[config.mk]
export PLATFORM = sky130hd
export DESIGN_NAME = hazard_fwd_ctrl
export DESIGN_NICKNAME = d
export VERILOG_FILES = /design/src/rtl/hazard_fwd_ctrl_pkg.sv /design/src/rtl/hazard_fwd_ctrl_scoreboard.sv /design/src/rtl/hazard_fwd_ctrl.sv
export SDC_FILE = /design/constraint.sdc
export NUM_CORES = 1
export LEC_CHECK = 0
export CORE_MARGIN = 1.5
export CORE_UTILIZATION = 35
export CTS_CLUSTER_DIAMETER = 80
export DETAILED_ROUTE_END_ITERATION = 8
export GPL_TIMING_DRIVEN = 0
export SETUP_SLACK_MARGIN = 0.3
export SYNTH_ARGS = -nofsm -noshare
export SYNTH_HDL_FRONTEND = slang
export SYNTH_SLANG_ARGS = --single-unit
[constraint.sdc]
create_clock -name clk -period 3.75 [get_ports clk]
set_input_delay 0.75 -clock clk [delete_from_list [all_inputs] [get_ports clk]]
set_output_delay 0.75 -clock clk [all_outputs]
set_load 0.01 [all_outputs]
[src/rtl/hazard_fwd_ctrl_pkg.sv]
// Purpose : shared types for the 5-stage hazard/forwarding controller.
// Contents: opcode class enum, E-stage bypass select enum, controller state enum,
//           counter width and the per-operand bypass priority helper.
package hazard_fwd_ctrl_pkg;

  typedef enum logic [2:0] {
    R_type      = 3'd0,
    I_type_alu  = 3'd1,
    I_type_load = 3'd2,
    S_type      = 3'd3,
    B_type      = 3'd4,
    J_type      = 3'd5,
    U_type      = 3'd6
  } type_opcode_e;

  typedef enum logic [1:0] {
    FWD_RF = 2'd0,
    FWD_M  = 2'd1,
    FWD_W  = 2'd2
  } fwd_sel_e;

  typedef enum logic [1:0] {
    RUN      = 2'd0,
    LD_STALL = 2'd1,
    MC_WAIT  = 2'd2,
    FLUSH    = 2'd3
  } hz_state_e;

  // Wide enough for LOAD_LAT-1 (<=3) and FLUSH_DEPTH-2 extra flush cycles.
  localparam int CNT_W = 4;

  // M holds the younger result, so it wins over W when both match.
  function automatic fwd_sel_e fwd_pick(input logic used, input logic hit_m, input logic hit_w);
    fwd_sel_e sel;
    sel = FWD_RF;
    if (used) begin
      if (hit_m)      sel = FWD_M;
      else if (hit_w) sel = FWD_W;
    end
    return sel;
  endfunction

endpackage

[src/rtl/hazard_fwd_ctrl_scoreboard.sv]
// Purpose : pending-write scoreboard for the single multi-cycle (mul/div) unit.
// Latency : hit is combinational and already reflects this cycle's done/start.
// Stall   : start_blocked flags an issue attempt while the unit is still occupied.
// Ports   : mc_start/mc_rd/mc_done from the pipeline, rd_addr = N_SRC D-stage
//           source addresses, hit = per-source pending flag, busy = unit occupied.
module hz_scoreboard
  import hazard_fwd_ctrl_pkg::*;
#(
  parameter int N_SRC = 2,
  parameter int RA_W  = 5
) (
  input  logic                    clk,
  input  logic                    rst,
  input  logic                    mc_start,
  input  logic [RA_W-1:0]         mc_rd,
  input  logic                    mc_done,
  input  logic [N_SRC*RA_W-1:0]   rd_addr,
  output logic [N_SRC-1:0]        hit,
  output logic                    start_blocked,
  output logic                    busy
);

  localparam int DEPTH = 2 ** RA_W;

  logic [DEPTH-1:0] bits_q;
  logic [DEPTH-1:0] bits_nxt;
  logic [RA_W-1:0]  pend_q;
  logic             busy_q;
  logic             accept;
  logic             clr;

  // Only one op can be in flight, so the completing op is always pend_q.
  assign clr           = mc_done & busy_q;
  assign accept        = mc_start & (~busy_q | mc_done);
  assign start_blocked = mc_start & busy_q & ~mc_done;

  // Clear before set so back-to-back ops on the same rd keep the bit.
  always_comb begin
    bits_nxt = bits_q;
    if (clr) bits_nxt[pend_q] = 1'b0;
    if (accept && (mc_rd != '0)) bits_nxt[mc_rd] = 1'b1;
  end

  // Reading the next-state view gives same-cycle release on done and
  // catches a reader of an op issuing this very cycle.
  always_comb begin
    hit = '0;
    for (int i = 0; i < N_SRC; i++) begin
      hit[i] = bits_nxt[rd_addr[i*RA_W +: RA_W]];
    end
  end

  always_ff @(posedge clk) begin
    if (rst) begin
      bits_q <= '0;
      pend_q <= '0;
      busy_q <= 1'b0;
    end else begin
      bits_q <= bits_nxt;
      if (accept) pend_q <= mc_rd;
      busy_q <= accept | (busy_q & ~mc_done);
    end
  end

  assign busy = busy_q;

endmodule

[src/rtl/hazard_fwd_ctrl.sv]
// Purpose : hazard and forwarding control for the F/D/E/M/W core: E bypass
//           selects, load-use bubbles, multi-cycle scoreboard stalls, branch flush.
// Latency : all outputs combinational from inputs plus registered counters/state.
// Stall   : stall_F/stall_D hold the front end while flush_E injects a bubble;
//           a taken branch overrides any stall. All outputs are 0 while rst is high.
// Ports   : rs_*/rs_valid_* per-source addresses, rd_*/reg_wr_* per-stage writes,
//           mc_* multi-cycle handshake, br_taken, fwd_sel (2 bits per operand).
module hazard_fwd_ctrl
  import hazard_fwd_ctrl_pkg::*;
#(
  parameter int N_SRC       = 2,
  parameter int RA_W        = 5,
  parameter int LOAD_LAT    = 1,
  parameter int FLUSH_DEPTH = 2
) (
  input  logic                  clk,
  input  logic                  rst,
  input  logic [N_SRC*RA_W-1:0] rs_D,
  input  logic [N_SRC-1:0]      rs_valid_D,
  input  logic [N_SRC*RA_W-1:0] rs_E,
  input  logic [N_SRC-1:0]      rs_valid_E,
  input  logic [RA_W-1:0]       rd_E,
  input  logic                  reg_wr_E,
  input  type_opcode_e          opcode_E,
  input  logic [RA_W-1:0]       rd_M,
  input  logic [RA_W-1:0]       rd_W,
  input  logic                  reg_wr_M,
  input  logic                  reg_wr_W,
  input  logic                  mc_start,
  input  logic [RA_W-1:0]       mc_rd,
  input  logic                  mc_done,
  input  logic                  br_taken,
  output logic [N_SRC*2-1:0]    fwd_sel,
  output logic                  stall_F,
  output logic                  stall_D,
  output logic                  flush_D,
  output logic                  flush_E,
  output logic                  mc_busy
);

  // The first bubble comes from the detect cycle; the counter covers the rest.
  localparam logic [CNT_W-1:0] LD_RELOAD  = CNT_W'(LOAD_LAT - 1);
  localparam logic [CNT_W-1:0] FL_RELOAD  = (FLUSH_DEPTH > 2) ? CNT_W'(FLUSH_DEPTH - 2) : '0;
  localparam logic             FLUSH_E_ON = (FLUSH_DEPTH >= 2);

  hz_state_e        state_q, state_nxt;
  logic [CNT_W-1:0] ld_cnt_q, ld_cnt_nxt;
  logic [CNT_W-1:0] fl_cnt_q, fl_cnt_nxt;

  logic             ld_hit;
  logic             mc_hold;
  logic             flushing;
  logic             hold;
  logic [N_SRC-1:0] sb_hit;
  logic             start_blocked;
  logic             sb_busy;

  hz_scoreboard #(
    .N_SRC (N_SRC),
    .RA_W  (RA_W)
  ) u_sb (
    .clk           (clk),
    .rst           (rst),
    .mc_start      (mc_start),
    .mc_rd         (mc_rd),
    .mc_done       (mc_done),
    .rd_addr       (rs_D),
    .hit           (sb_hit),
    .start_blocked (start_blocked),
    .busy          (sb_busy)
  );

  always_comb begin
    ld_hit = 1'b0;
    if ((opcode_E == I_type_load) && reg_wr_E && (rd_E != '0)) begin
      for (int i = 0; i < N_SRC; i++) begin
        if (rs_valid_D[i] && (rs_D[i*RA_W +: RA_W] == rd_E)) ld_hit = 1'b1;
      end
    end
  end

  assign mc_hold  = start_blocked | (|(sb_hit & rs_valid_D));
  assign flushing = br_taken | (state_q == FLUSH);
  // Load and multi-cycle holds are independent; the front end waits for both.
  assign hold     = ~flushing & (ld_hit | (ld_cnt_q != '0) | mc_hold);

  always_comb begin
    fl_cnt_nxt = '0;
    if (br_taken)              fl_cnt_nxt = FL_RELOAD;
    else if (fl_cnt_q != '0)   fl_cnt_nxt = fl_cnt_q - CNT_W'(1);

    // A flush kills the waiting consumer, so any pending load bubble is dropped.
    ld_cnt_nxt = '0;
    if (flushing)              ld_cnt_nxt = '0;
    else if (ld_hit)           ld_cnt_nxt = LD_RELOAD;
    else if (ld_cnt_q != '0)   ld_cnt_nxt = ld_cnt_q - CNT_W'(1);

    state_nxt = RUN;
    if (fl_cnt_nxt != '0)            state_nxt = FLUSH;
    else if (!flushing && mc_hold)   state_nxt = MC_WAIT;
    else if (ld_cnt_nxt != '0)       state_nxt = LD_STALL;
  end

  always_ff @(posedge clk) begin
    if (rst) begin
      state_q  <= RUN;
      ld_cnt_q <= '0;
      fl_cnt_q <= '0;
    end else begin
      state_q  <= state_nxt;
      ld_cnt_q <= ld_cnt_nxt;
      fl_cnt_q <= fl_cnt_nxt;
    end
  end

  always_comb begin
    fwd_sel = '0;
    stall_F = 1'b0;
    stall_D = 1'b0;
    flush_D = 1'b0;
    flush_E = 1'b0;
    mc_busy = 1'b0;
    if (!rst) begin
      for (int i = 0; i < N_SRC; i++) begin
        fwd_sel[2*i +: 2] = fwd_pick(
          rs_valid_E[i] && (rs_E[i*RA_W +: RA_W] != '0),
          reg_wr_M && (rd_M == rs_E[i*RA_W +: RA_W]),
          reg_wr_W && (rd_W == rs_E[i*RA_W +: RA_W]));
      end
      stall_F = hold;
      stall_D = hold;
      flush_D = flushing;
      flush_E = flushing ? FLUSH_E_ON : hold;
      mc_busy = sb_busy;
    end
  end

endmodule

==> out/results.tsv, run 1 <==
metric	value	unit
min_to	ld_cnt_q[0]	
yosys_warnings	0	
syn_avg_cell_area	7.50	um^2
worstHoldStart	ld_cnt_q[0]	
mostFrequentLayoutCell	dfxtp_1	
wl_per_cell	19.3	um
row_count	35	
routed_wl	13100	um
grt-ovfl-total	0	
vias	4028	
grt_pass1_vias	3828	
rsz0062_at_grt	yes	
seq_power_share	0.413	
stdcell_area	0.00496	mm^2
outcome	finished, final reports clean	
timing.final.crit_share	0.937	
dieArea	0.0102	mm^2
holdWs	0.470	ns
avgViaCountPerCell	5.93	
async_flop_share	0	
crit_required	3.00	ns
cp-start-kind	primary input	
nNetsFinal	607	
maxSlewViolCount	0	
drive_above_1_share	0.262	
p_switching	0.395	mW
yosys.cell_types.count	58	
gp_congestion	0.918	
leakage	1.87	nW
arrival	2.77	ns
diodes	0	
hp-class	flip-flop to flip-flop	
die_w	101	um
htreeDepth	2	
drtIter0Drc	406	
min_path_cells	1	
drc	0	
antenna_found_initial	0	
relSlewSlack	0.562	
clk_pin_slew	0.09	ns
placed_cell_area	0.00406	mm^2
ys.flop_type	dfxtp_1	
coreArea	0.00924	mm^2
crit_type	primary input to primary output	
numPortBuffers	55	
cap_violations	0	
cts_tree	yes	
cp_max_fo	7	
clockRootBuffer	clkbuf_8	
ant_nets	0	
hold_viol_final	0	
clock_latency	0.31	ns
p_comb_frac	0.283	
synth_cells	446	
cpMaxStageDelayCell	o21ai_1	
synth_area	0.00334	mm^2
finalSetupViolations	0	
clockBufferDepth	2	
tightestPinTransition	0.657	ns
setup_ws	0.235	ns
dpl_worst_slack	-1.05	ns
ir_drop	141	uV
path_cells	buf_8, nand4b_1, buf_6, buf_4, o21ai_1, a32oi_1, a32oi_2, a2111oi_4, nor4_4, buf_4, a31oi_4, buf_6	
grt_pass1_wl	19700	um
synth_edf_count	0	
end_kind	primary output	
max_freq	0.284	GHz
dp_hpwl	8800	um
ys_seq_elements	48	
rr_endpoint	state_q[1]	
p_int	0.887	mW
dr.pass1.iters	6	
grt_use_total	0.253	
grt_max_degree	16	
slowest_delay	0.33	ns
rr_worst_depth	10	
total_power	1.28	mW
num_io_pins	64	
area_growth	48.3	%
p_sw_frac	0.308	
synth_seq_area_share	0.287	
reg2reg_slack	1.24	ns
clkSinkCount	48	
timing.rr.start	u_sb.pend_q[3]	
start_util	0.362	
skew	0.00347	ns
powerDensity	259	mW/mm^2
numCtsBuffers	5	
finalWorstPathRequiredPeriod	3.52	ns
synth_fp_nets	504	
power.share.clock	0.304	
die-height	101	um
final_cell_mix	dfxtp_1 (44), buf_4 (42), clkdlybuf4s50_1 (36)	
-- state kept, by name, summed over array words and instances, names as in the netlist --
name         flops
fl_cnt_q         4
ld_cnt_q         4
state_q          2
u_sb.bits_q     32
u_sb.busy        1
u_sb.pend_q      5
-- logic make-up after synthesis --
group / after synthesis / synth area share
AND/OR/NAND/NOR: 195 / 0.326
AO/OA/AOI/OAI: 125 / 0.234
flip-flops: 48 / 0.287
buffers and inverters: 40 / 0.0490
XOR/XNOR: 34 / 0.0890
adder cells (fa/ha/maj): 3 / 0.0112
multiplexers: 1 / 0.00299
-- cells in the mapped netlist, types with 2 or more instances --
library cell	instances	area share
dfxtp_1	48	0.29
nand3_1	35	0.052
nor2_1	33	0.037
o21ai_0	29	0.043
a21oi_1	26	0.039
xor2_1	25	0.065
nand2_1	24	0.027
nand4_1	23	0.043
nor2b_1	23	0.043
clkbuf_1	19	0.021
o21ai_1	16	0.024
inv_1	11	0.012
nor3_1	10	0.015
xnor2_1	9	0.024
buf_2	8	0.012
o211ai_1	8	0.018
a31oi_1	7	0.013
nor4_1	7	0.013
and3_1	6	0.011
a211oi_1	5	0.011
a32oi_1	5	0.013
nand2b_1	5	0.0094
nand3b_1	5	0.011
o22ai_1	5	0.0094
o221ai_1	4	0.010
a41oi_1	3	0.0079
and2_1	3	0.0056
ha_1	3	0.011
nor3b_1	3	0.0067
or3b_1	3	0.0079
or4_1	3	0.0067
a21o_1	2	0.0045
a22oi_1	2	0.0045
and4b_1	2	0.0060
nand4b_1	2	0.0052
o21a_1	2	0.0045
-- per-stage QoR --
stage | TNS, ns | utilization | cells
after floorplan | 0 | - | 446
after global placement | -2.97 | 0.440 | 630
after detailed placement | -2.96 | 0.440 | 630
after CTS | 0 | 0.508 | 669
after global routing | 0 | 0.537 | 679
final | 0 | 0.537 | 679
-- power by group through the flow --
stage	logic, mW	clock network [mW]	registers, mW
final	0.363	0.389	0.530
after global routing	0.386	0.417	0.532
after CTS	0.329	0.391	0.529
after detailed placement	0.277	0	0.543
after global placement	0.274	0	0.542
after floorplan	0.157	0	0.540
-- layout make-up --
type / instances / area (um^2)
well taps: 129 / 161
multi-input cells: 358 / 2540
inverters: 11 / 43.8
clock inverters: 3 / 42.5
fillers: 876 / 4280
clock buffers: 5 / 68.8
flip-flops and latches: 48 / 971
plain buffers: 29 / 250
repair buffers: 96 / 886
-- routing by layer --
layer,part of all wire,global-route usage,up-vias
li1,-,-,1872
met1,0.39,0.313,1837
met2,0.47,0.415,252
met3,0.094,0.0576,67
met4,0.050,0.124,0
met5,0,0,-
-- worst max path at each step --
stage	from	endpoint	slack [ns]
floorplan	mc_start	stall_F	0.32
global placement	mc_done	stall_F	-1.05
detailed placement	mc_done	stall_F	-1.05
CTS	u_sb.pend_q[2]	flush_E	0.20
global route	u_sb.pend_q[3]	stall_F	0.16
finish	mc_done	flush_E	0.23
-- critical path, delay by kind of cell --
family / cells / cell delay [ns]
buffers and inverters: 5 / 0.74
AND/OR/NAND/NOR: 2 / 0.38
AO/OA/AOI/OAI: 5 / 0.89
-- what timing repair did --
action | CTS | global route
buffers inserted | 30 | 9
setup endpoints to repair | 3 | 7
hold buffers | 0 | 0
cloned | 1 | 1
pin swaps | 27 | 29
gates resized for setup | 128 | 55
(Power assumes the default switching activity.)
==> run 2: changes to the inputs <==
==> constraint.sdc (replaced) <==
create_clock -name clk -period 3.75 [get_ports clk]
set_input_delay 1.125 -clock clk [delete_from_list [all_inputs] [get_ports clk]]
set_output_delay 1.125 -clock clk [all_outputs]
set_load 0.01 [all_outputs]
==> run 2 against run 1 <==
Sequential share of layout area is 0.73 points lower. Wire length increased by 3.7%. Clock skew grew 0.0066 ns. The run now ends with negative setup slack left. Non-clock buffer count up 22. First-iteration DRC count increased by 53%.
==> out/results.tsv, run 2 (synthesized netlist as in run 1, its figures left out) <==
metric	value	unit	change
seq_power_share	0.438		+0.025
cp-start-kind	primary input		
grt_pass1_vias	3969		+3.7%
tightestPinTransition	0.599	ns	-0.0577 ns
die-height	101	um	unchanged
final_cell_mix	dfxtp_1 (48), buf_4 (38), buf_6 (34)		
outcome	finished, violations left		
diodes	0		unchanged
hold_viol_final	0		unchanged
start_util	0.362		unchanged
cp_max_fo	5		-2
grt_pass1_wl	20100	um	+2.2%
powerDensity	239	mW/mm^2	-7.7%
avgViaCountPerCell	6.05		+1.9%
wl_per_cell	19.4	um	+0.48%
drc	0		unchanged
numPortBuffers	55		unchanged
crit_required	2.62	ns	-0.38 ns
clk_pin_slew	0.09	ns	about the same
area_growth	52.5	%	
drive_above_1_share	0.318		+0.0564
vias	4239		+5.2%
rsz0062_at_grt	yes		
dpl_worst_slack	-1.74	ns	-0.688 ns
grt_use_total	0.256		+0.00252
routed_wl	13600	um	+3.7%
p_int	0.831	mW	-6.4%
relSlewSlack	0.600		+0.0384
dieArea	0.0102	mm^2	unchanged
failed_checks	negative setup slack		
largest_register_ffs	32		unchanged
cap_violations	0		unchanged
clock_latency	0.31	ns	about the same
dp_cells	630		unchanged
grt_max_degree	15		-1
timing.final.crit_share	1.14		+0.202
antenna_found_initial	0		unchanged
total_power	1.22	mW	-5.1%
ir_drop	146	uV	+3.9%
placed_cell_area	0.00414	mm^2	+2.0%
maxSlewViolCount	0		unchanged
drtIter0Drc	620		+53%
arrival	3.15	ns	+0.38 ns
p_comb_frac	0.287		+0.004
ant_nets	0		unchanged
coreArea	0.00924	mm^2	unchanged
regMostFlops	u_sb.bits_q		
crit_type	primary input to primary output		
stdcell_area	0.00510	mm^2	+2.8%
leakage	1.95	nW	+4.7%
cts_tree	yes		
power.share.clock	0.275		-0.029
finalWorstPathRequiredPeriod	4.27	ns	+0.758 ns
clockRootBuffer	clkbuf_8		
num_io_pins	64		unchanged
max_freq	0.234	GHz	-18%
die_w	101	um	unchanged
gp_congestion	0.911		-0.72%
finalSetupViolations	4		+4
skew	0.0100	ns	+0.00657 ns
clockBufferDepth	2		unchanged
p_switching	0.387	mW	-2.1%
dr.pass1.iters	6		unchanged
largestRegisters	u_sb.bits_q (32), u_sb.pend_q (5)		
nNetsFinal	629		+3.6%
clkSinkCount	48		unchanged
setup_ws	-0.524	ns	-0.758 ns
dp_hpwl	8840	um	+0.46%
grt-ovfl-total	0		unchanged
hp-class	flip-flop to flip-flop		
postCtsHoldBufs	0		unchanged
mostFrequentLayoutCell	dfxtp_1		
p_sw_frac	0.318		+0.00953
htreeDepth	2		unchanged
end_kind	primary output		
row_count	35		unchanged
numCtsBuffers	5		unchanged
layout.cells.non_filler	701		+3.2%
==> run 2: cell types whose count changed in the layout (fill, tap and decap cells not counted), sizes merged <==
cell           delta
bufinv            -1
clkdlybuf4s15     +5
dlygate4sd2       +6
clkdlybuf4s50    -23
buf              +26
dlymetal6s2s      -3
clkinv            -1
clkbuf           +13
==> run 2: power by group through the flow <==
| stage | sequential (mW) | clock [mW] | combinational [mW] |
|---|---|---|---|
| global route | 0.534 | 0.363 | 0.371 |
| global placement | 0.542 | 0 | 0.284 |
| finish | 0.533 | 0.335 | 0.349 |
| CTS | 0.532 | 0.342 | 0.322 |
| floorplan | 0.540 | 0 | 0.165 |
| detailed placement | 0.543 | 0 | 0.286 |
==> run 2: worst paths after layout <==
path | slack, ns | from | cells past startpoint | end
setup / recovery | -0.52 | mc_rd[0] | 11 | flush_E
hold / removal | 0.46 | ld_cnt_q[0] | 1 | ld_cnt_q[0]
setup reg to reg | 0.08 | u_sb.busy | 28 | u_sb.bits_q[3]
hold reg to reg | 0.46 | ld_cnt_q[0] | 1 | ld_cnt_q[0]
==> run 2: repair_timing <==
item	in CTS	in global routing
gates resized for setup	176	73
setup endpoints to repair	11	9
buffers inserted	53	8
pin swaps	32	37
gates cloned	2	0
==> run 2: through the flow <==
step | setup TNS [ns] | hold slack [ns] | utilization
global route | -2.31 | 0.509 | 0.552
CTS | -1.77 | 0.464 | 0.529
finish | -1.88 | 0.456 | 0.552
global placement | -6.87 | 0.441 | 0.448
floorplan | -0.354 | 0.426 | -
detailed placement | -6.75 | 0.444 | 0.448
==> run 2: critical path, cell delays in order <==
cell	delay (ns)
buf_6	0.10
clkbuf_4	0.18
nor2_4	0.17
nand3_2	0.12
o21a_1	0.20
a2111o_1	0.38
o211ai_1	0.25
a22oi_2	0.16
buf_4	0.16
a31oi_1	0.15
buf_2	0.15
==> run 2: metal layers <==
metal	wire length, um	vias to the layer above	global-route usage
met4	801	0	0.108
met2	6210	291	0.437
met1	5220	1949	0.313
li1	-	1911	-
met5	0	-	0
met3	1340	88	0.0492
==> run 2: area by class of cell <==
cell class                 instances  area [um^2]
inverter                          11         41.3
tap                              129          161
fill                             842         4140
buffer                            29          251
multi-input combinational        358         2550
timing repair buffer             118         1040
clock inverter                     1         7.51
clock buffer                       7         86.3
sequential                        48          961
==> run 3: changes to the inputs <==
- CTS_CLUSTER_DIAMETER: 80 -> 60
- TNS_END_PERCENT: not set -> 100
==> results of run 3 <==
No change in the layout: final DEF, timing and power equal those of run 2.
